[src/rtl/ps2_host_tx.sv]
// PS/2 host-to-device command sender; open-drain drive, done >= INHIBIT_CYCLES+2 cycles after accept, rest paced by device clock.
// tx_start while busy is dropped; PS2_TX_RETRY_EN re-sends the latched frame up to twice on NACK/timeout before reporting.
module ps2_host_tx #(
    parameter int INHIBIT_CYCLES = 10000,
    parameter int TIMEOUT_CYCLES = 1500000,
    parameter int SYNC_STAGES    = 2
) (
    input  logic       CLK100MHZ,
    input  logic       reset,
    input  logic       ps2_clk_in,
    input  logic       ps2_data_in,
    output logic       ps2_clk_drv_low,
    output logic       ps2_data_drv_low,
    input  logic [7:0] tx_data,
    input  logic       tx_start,
    output logic       busy,
    output logic       done,
    output logic       tx_err,
    output logic [1:0] err_code,
    output logic       rx_inhibit
);

    localparam int CNT_MAX = (INHIBIT_CYCLES > TIMEOUT_CYCLES) ? INHIBIT_CYCLES : TIMEOUT_CYCLES;
    localparam int CW      = $clog2(CNT_MAX + 1);

    typedef enum logic [2:0] {IDLE, INHIBIT, RTS, DATA, ACK, WAIT_IDLE} state_t;

    state_t                 state_q, state_d;
    logic [CW-1:0]          cnt_q, cnt_d;
    logic [3:0]             bit_q, bit_d;
    logic [9:0]             frame_q, frame_d;
    logic                   data_low_q, data_low_d;
    logic [1:0]             err_q, err_d;
    logic                   done_q, done_d;
    logic                   tx_err_q, tx_err_d;
    logic                   fail;
    logic [1:0]             fail_code;
`ifdef PS2_TX_RETRY_EN
    logic [1:0]             retry_q, retry_d;
`endif

    logic [SYNC_STAGES-1:0] clk_sync, data_sync;
    logic                   clk_prev;
    logic                   clk_s, data_s, clk_fall;

    assign clk_s    = clk_sync[SYNC_STAGES-1];
    assign data_s   = data_sync[SYNC_STAGES-1];
    assign clk_fall = clk_prev & ~clk_s;

    // Sync chains reset to the released (high) level so no edge is seen after reset.
    always_ff @(posedge CLK100MHZ or posedge reset) begin
        if (reset) begin
            clk_sync  <= '1;
            data_sync <= '1;
            clk_prev  <= 1'b0;
        end else begin
            clk_sync  <= {clk_sync[SYNC_STAGES-2:0], ps2_clk_in};
            data_sync <= {data_sync[SYNC_STAGES-2:0], ps2_data_in};
            clk_prev  <= clk_s;
        end
    end

    always_ff @(posedge CLK100MHZ or posedge reset) begin
        if (reset) begin
            state_q    <= IDLE;
            cnt_q      <= '0;
            bit_q      <= '0;
            frame_q    <= '0;
            data_low_q <= 1'b0;
            err_q      <= 2'b00;
            done_q     <= 1'b0;
            tx_err_q   <= 1'b0;
`ifdef PS2_TX_RETRY_EN
            retry_q    <= 2'd0;
`endif
        end else begin
            state_q    <= state_d;
            cnt_q      <= cnt_d;
            bit_q      <= bit_d;
            frame_q    <= frame_d;
            data_low_q <= data_low_d;
            err_q      <= err_d;
            done_q     <= done_d;
            tx_err_q   <= tx_err_d;
`ifdef PS2_TX_RETRY_EN
            retry_q    <= retry_d;
`endif
        end
    end

    always_comb begin
        state_d    = state_q;
        cnt_d      = cnt_q;
        bit_d      = bit_q;
        frame_d    = frame_q;
        data_low_d = data_low_q;
        err_d      = err_q;
        done_d     = 1'b0;
        tx_err_d   = 1'b0;
        fail       = 1'b0;
        fail_code  = 2'b00;
`ifdef PS2_TX_RETRY_EN
        retry_d    = retry_q;
`endif
        case (state_q)
            IDLE: begin
                if (tx_start) begin
                    frame_d = {1'b1, ~^tx_data, tx_data};
                    err_d   = 2'b00;
                    cnt_d   = '0;
                    bit_d   = '0;
                    state_d = INHIBIT;
`ifdef PS2_TX_RETRY_EN
                    retry_d = 2'd0;
`endif
                end
            end
            INHIBIT: begin
                if (cnt_q == CW'(INHIBIT_CYCLES - 1)) begin
                    cnt_d      = '0;
                    data_low_d = 1'b1;
                    state_d    = RTS;
                end else begin
                    cnt_d = cnt_q + CW'(1);
                end
            end
            RTS: begin
                cnt_d   = '0;
                state_d = DATA;
            end
            DATA, ACK, WAIT_IDLE: begin
                cnt_d = cnt_q + CW'(1);
                if (cnt_q == CW'(TIMEOUT_CYCLES - 1)) begin
                    fail      = 1'b1;
                    fail_code = 2'b10;
                end else if (state_q == DATA) begin
                    if (clk_fall) begin
                        data_low_d = ~frame_q[bit_q];
                        bit_d      = bit_q + 4'd1;
                        if (bit_q == 4'd9) state_d = ACK;
                    end
                end else if (state_q == ACK) begin
                    if (clk_fall) begin
                        if (!data_s) begin
                            state_d = WAIT_IDLE;
                        end else begin
                            fail      = 1'b1;
                            fail_code = 2'b01;
                        end
                    end
                end else if (clk_s && data_s) begin
                    done_d  = 1'b1;
                    state_d = IDLE;
                end
            end
            default: state_d = IDLE;
        endcase

        if (fail) begin
            cnt_d      = '0;
            bit_d      = '0;
            data_low_d = 1'b0;
`ifdef PS2_TX_RETRY_EN
            if (retry_q != 2'd2) begin
                retry_d = retry_q + 2'd1;
                state_d = INHIBIT;
            end else begin
                err_d    = fail_code;
                tx_err_d = 1'b1;
                state_d  = IDLE;
            end
`else
            err_d    = fail_code;
            tx_err_d = 1'b1;
            state_d  = IDLE;
`endif
        end
    end

    assign ps2_clk_drv_low  = (state_q == INHIBIT) || (state_q == RTS);
    assign ps2_data_drv_low = data_low_q;
    assign busy             = (state_q != IDLE);
    assign rx_inhibit       = busy;
    assign done             = done_q;
    assign tx_err           = tx_err_q;
    assign err_code         = err_q;

endmodule

[config.mk]
export PLATFORM = sky130hd
export DESIGN_NAME = ps2_host_tx
export DESIGN_NICKNAME = d
export VERILOG_FILES = /design/src/rtl/ps2_host_tx.sv
export SDC_FILE = /design/constraint.sdc
export NUM_CORES = 1
export LEC_CHECK = 0
export CAP_MARGIN = 20
export CORE_UTILIZATION = 46
export DETAILED_ROUTE_END_ITERATION = 7
export HOLD_SLACK_MARGIN = 0.1
export PLACE_DENSITY = 0.74
export SYNTH_ARGS = -nofsm -noshare
export SYNTH_HDL_FRONTEND = slang
export SYNTH_SLANG_ARGS = --single-unit
[constraint.sdc]
create_clock -name CLK100MHZ -period 5.87 [get_ports CLK100MHZ]
set_input_delay 0.587 -clock CLK100MHZ [delete_from_list [all_inputs] [get_ports CLK100MHZ]]
set_output_delay 0.587 -clock CLK100MHZ [all_outputs]
set_load 0.01 [all_outputs]
==> out/qor.csv, run 1 <==
metric,value,unit
final hold slack,359,ps
Setup Skew,9.34,ps
drt drc,0,
cell with the most instances after synthesis,dfrtp_1,
ANT nets after route,0,
Num CTS Buffers,5,
clock sink count,48,
CTS Buffer Depth,2,
first drt pass iteration count,4,
RSZ-0062 raised after global routing,false,
worst min path class,reg2reg,
Post-CTS Setup Bufs,0,
I/O Pins,21,
layout cells sized above 1,0.126,
Layout area overhead,13.9,%
asr flop ratio synth,1.00,
P_sw,452,uW
initial antenna violation count,0,
startpoint types,flop,
top_reg_cell synth,dfrtp_1,
VDD IR-drop max,0.197,mV
crit path max fanout,17,
gr ovfl total,0,
DR iter-0 viols,116,
period utilisation layout,0.440,
PortBufs,20,
post_cts resized,0,
Ant. Diodes,0,
PwrDens,403,nW/um^2
Via Count,2019,
part of the power in combinational logic,0.399,
Least-Margin Pin Slew,761,ps
CP max-delay cell,o311ai_2,
top cell type's share of synthesized area,0.423,
CORE AREA,5470,sq um
Syn Area/Cell,9.71,sq um
Ys Warns,0,
internal power,744,uW
"Clk Latency, worst-skew pair",300,ps
most area-consuming cells after synthesis,"dfrtp_1 (42%), xnor2_1 (4.4%), mux2_2 (4.3%), dfstp_2 (4.0%), nand2_1 (3.2%)",
Total Routing Usage GR,0.182,
Crit path largest cell delay,450,ps
worst path cell trace,"ha_1, and3_1, nand4_2, o311ai_2, nand2_2, nor2_2, a311oi_1",
Max Clk Rate,387,MHz
final hold violation count,0,
Post-Syn Nets,284,
hold_buf cts,0,
Total Nets Final,300,
post-synthesis sequential area ratio,0.463,
Setup CP Type,reg2reg,
clk slew on worst S/H paths,80,ps
total chip power,1.20,mW
drt total wl,5.07,mm
Synth top cells by count,"dfrtp_1 (44), nand2_1 (22), nor2_1 (20), nand3_1 (14)",
global-route wire length before repair,8.60,mm
Yosys reg bits,48,
clock group share of total power,0.193,
MaxCap Viol Count,0,
cell leakage power,1.21,nW
largest net degree at the start of global routing,49,
normalized max-slew margin,0.493,
WP data arrival,2720,ps
H-tree Lvls,2,
Tmin final,2580,ps
routed vias/inst,5.66,
cell area after synthesis,2600,sq um
Area after DPL,2840,sq um
root buffer selected by CTS,clkbuf_8,
Final Slew Violations,0,
Die Height,77.2,um
Crit path required time,6000,ps
switching share of power,0.378,
vias in the first global route,1884,
Crit. End Element,flop,
status,completed,
"area leader, netlist",dfrtp_1,
Gate Count Post-Synth,268,
Seq pwr share,0.408,
routability congestion estimate,0.838,
Initial Utilization,0.476,
die area,5960,sq um
Finished Cell Area,2960,sq um
Die Wd,77.2,um
Setup Viol. Count Final,0,
Netlist cell types,57,
post-DR wirelength/cell,14.2,um
# rows,27,
DP HPWL,3.57,mm
CTS tree,yes,
number of synthesized flops with an enable pin,0,
TNS Setup,0,ps
power by group through the flow:
stage          logic [mW]  registers, mW  clock network, mW
4_1_cts             0.475          0.487              0.239
5_1_grt             0.524          0.502              0.253
3_3_place_gp        0.466          0.487                  0
3_5_place_dp        0.473          0.493                  0
6_report            0.477          0.488              0.231
2_1_floorplan       0.389          0.448                  0
routing by layer:
layer / track usage / part of all wire / wire [um]
met1: 0.229 / 0.46 / 2350
met5: 0 / 0 / 0
met2: 0.303 / 0.49 / 2470
met4: 0.0774 / 0.015 / 75
met3: 0.0345 / 0.035 / 178
stage by stage:
step | utilization | setup slack [ps] | cells
5_1_grt | 0.542 | 3110 | 357
3_3_place_gp | 0.518 | 3240 | 348
3_5_place_dp | 0.518 | 3220 | 348
6_report | 0.542 | 3290 | 357
4_1_cts | 0.538 | 3300 | 356
2_1_floorplan | - | 3800 | 268
kinds of logic after synthesis:
| family | after synthesis | share of synthesized area |
|---|---|---|
| simple gates | 112 | 0.237 |
| compound gates | 50 | 0.126 |
| flops | 48 | 0.463 |
| buf+inv | 22 | 0.0361 |
| xor+xnor | 18 | 0.0606 |
| mux | 15 | 0.0625 |
| fa+ha+maj | 3 | 0.0144 |
sequential cells by signal, summed over array words and instances, names as in the netlist:
signal	flops
bit_q	4
frame_q	10
data_sync	2
clk_prev	1
clk_sync	2
tx_err	1
cnt_q	21
state_q	3
ps2_data_drv_low	1
done	1
err_code	2
worst max-delay path, delay by kind of cell, from the launching register on:
kind | cells | cell delay [ps]
flops | 1 | 420
fa+ha+maj | 1 | 210
compound gates | 2 | 560
simple gates | 4 | 1230
cell usage in the layout, fill, tap and decap left out, types with 5 or more instances in the layout:
master,instances
nor2_1,20
nand2_1,22
clkdlybuf4s50_1,20
clkbuf_8,5
nand2b_1,6
nand3_1,14
nor3_1,9
xnor2_1,13
dfrtp_1,44
o21ai_0,13
mux2_2,10
inv_1,8
nor4_1,5
nand4_1,5
xor2_1,5
a21oi_1,10
mux2i_1,5
final timing paths:
check	startpoint	slack, ps	depth (start not counted)	endpoint
worst min-delay path	clk_sync[0]	360	0	clk_sync[1]
worst max-delay path	cnt_q[0]	3290	7	cnt_q[12]
worst min register to register	clk_sync[0]	360	0	clk_sync[1]
worst max register to register	cnt_q[0]	3290	7	cnt_q[12]
max in group asynchronous	reset	4740	3	data_sync[0]
min in group asynchronous	reset	570	2	frame_q[4]
cell type report:
cell class,count,area (sq um)
multi-input cells,198,1300
flip-flops and latches,48,1210
inverters,10,37.5
well taps,72,90.1
clock inverters,2,35.0
fillers,483,2510
clock buffers,6,72.6
repair buffers,21,220
No activity file was read; power rests on OpenSTA's default activity.
==> run 2: changes to the inputs <==
PLACE_DENSITY = 0.77   (was 0.74)
clock period = 2.33 ns   (was 5.87 ns; I/O delays follow)
==> run 2 against run 1 <==
  * Combinational power grew to 3.0 times the previous value
  * Wire length grew 4.6%
  * Global-route usage grew 1.1 points
  * Core utilization grew 2.3 points
  * Worst hold slack lost 87 ps
  * Clock skew shrank 2.8 ps
  * Sequential cell count is the same
  * Non-clock buffer count grew 15
  * Sequential share of layout area shrank 1.7 points
  * Die area is the same
  * Cell count grew 4.2%
  * Critical path type unchanged
  * Critical endpoint is now cnt_q[3]
  * Largest power group is now combinational cells
  * Highest routed layer unchanged
==> out/qor.csv, run 2 (synthesis results as in run 1) <==
metric,value,unit,change
CP max-delay cell,dfrtp_1,,
PortBufs,20,,unchanged
# rows,27,,unchanged
CTS tree,yes,,
CTS Buffer Depth,2,,unchanged
first drt pass iteration count,4,,unchanged
most flop-heavy register,cnt_q,,
cell leakage power,1.29,nW,+6.9%
post-DR wirelength/cell,14.3,um,+0.38%
Multi-input gate area,1310,sq um,+0.86%
largest net degree at the start of global routing,27,,-45%
"most used cell, CP",and3_1,,
final hold slack,271,ps,-87.4 ps
drt drc,0,,unchanged
normalized max-slew margin,0.633,,+0.140
final hold violation count,0,,unchanged
Initial Utilization,0.476,,unchanged
Area after DPL,2970,sq um,+4.7%
layout cells sized above 1,0.177,,+0.0504
Layout area overhead,18.8,%,
status,completed,,
drt total wl,5.30,mm,+4.6%
Max Clk Rate,464,MHz,+20%
CORE AREA,5470,sq um,unchanged
worst min path class,in2async,,
startpoint types,flop,,
Crit. End Element,flop,,
clock sink count,48,,unchanged
register area,1210,sq um,unchanged
Setup Skew,6.50,ps,-2.84 ps
clk slew on worst S/H paths,90,ps,about the same
period utilisation layout,0.924,,+0.484
Die Height,77.2,um,unchanged
PwrDens,1030,nW/um^2,+160%
# fillers,462,,-4.3%
DP HPWL,3.96,mm,+11%
Crit path required time,2520,ps,-3480 ps
VDD IR-drop max,0.413,mV,+110%
hold_buf cts,0,,unchanged
Via Count,2059,,+2.0%
routability congestion estimate,0.859,,+2.6%
WP data arrival,2340,ps,-380 ps
Total Routing Usage GR,0.193,,+0.0113
initial antenna violation count,0,,unchanged
root buffer selected by CTS,clkbuf_8,,
"Clk Latency, worst-skew pair",300,ps,about the same
H-tree Lvls,2,,unchanged
"Core Util, Final",0.565,,+0.0233
Num CTS Buffers,5,,unchanged
worst path cell trace,"ha_1, and3_1, nand4_2, o311ai_4, nand2_2, and3_1, a221o_1",,
Post-CTS Setup Bufs,0,,unchanged
Die Wd,77.2,um,unchanged
crit path max fanout,6,,-11
ANT nets after route,0,,unchanged
"commonest non-fill, non-tap cell in the layout",dfrtp_1,,
Tmin final,2150,ps,-431 ps
max reg flops,21,,unchanged
Least-Margin Pin Slew,550,ps,-211 ps
TNS Setup,0,ps,unchanged
routed vias/inst,5.53,,-2.1%
post_cts resized,0,,unchanged
Finished Cell Area,3090,sq um,+4.3%
Setup CP Type,reg2reg,,
Final Slew Violations,0,,unchanged
RSZ-0062 raised after global routing,false,,
global-route wire length before repair,9.14,mm,+6.2%
Placement Setup Slack,53.9,ps,-3160 ps
top flop regs,"cnt_q (21), frame_q (10), bit_q (4)",,
Ant. Diodes,0,,unchanged
DR iter-0 viols,116,,unchanged
vias in the first global route,2028,,+7.6%
MaxCap Viol Count,0,,unchanged
gr ovfl total,0,,unchanged
I/O Pins,21,,unchanged
Setup Viol. Count Final,0,,unchanged
most frequent cells in the layout,"dfrtp_1 (44), nand2_1 (22), nor2_1 (20), clkdlybuf4s50_1 (20), buf_4 (15)",,
final worst setup slack,176,ps,-3110 ps
Total Nets Final,315,,+5.0%
die area,5960,sq um,unchanged
Crit path largest cell delay,410,ps,-40 ps
-- run 2: area by class of cell --
class / count / share of cell area
multi-input combinational: 198 / 0.425
sequential: 48 / 0.390
clock buffer: 5 / 0.0223
tap: 72 / 0.0291
timing repair buffer: 36 / 0.108
inverter: 10 / 0.0121
clock inverter: 3 / 0.0138
-- run 2: final timing paths --
path / cells past startpoint / to / slack, ps / from
setup / recovery: 7 / cnt_q[3] / 180 / cnt_q[0]
hold / removal: 2 / frame_q[0] / 270 / reset
setup reg to reg: 7 / cnt_q[3] / 180 / cnt_q[0]
hold reg to reg: 0 / data_sync[1] / 360 / data_sync[0]
max in group asynchronous: 3 / clk_sync[0] / 1470 / reset
min in group CLK100MHZ: 1 / data_sync[0] / 340 / ps2_data_in
-- run 2: critical path: cells and delay by family (launching register included) --
kind	cells	cell delay [ps]
AOI/OAI and AO/OA	2	610
adders and majority gates	1	200
DFF	1	410
and+or+nand+nor	4	820
-- run 2: stage by stage --
| step | total power [mW] | cells |
|---|---|---|
| final | 3.19 | 372 |
| after CTS | 3.19 | 372 |
| after detailed placement | 2.58 | 364 |
| after global placement | 2.55 | 364 |
| after floorplan | 2.11 | 268 |
| after global routing | 3.42 | 372 |
-- run 2: metal layers --
metal	track usage	vias up	share of wire
li1	-	1027	-
met1	0.241	981	0.46
met2	0.319	47	0.49
met3	0.0452	4	0.040
met4	0.0811	0	0.0062
met5	0	-	0
-- run 2: power breakdown --
part | switching [mW] | internal (mW) | leakage [nW]
sequential | 0.172 | 1.01 | 0.616
clock | 0.285 | 0.318 | 0.0541
combinational | 0.725 | 0.680 | 0.619
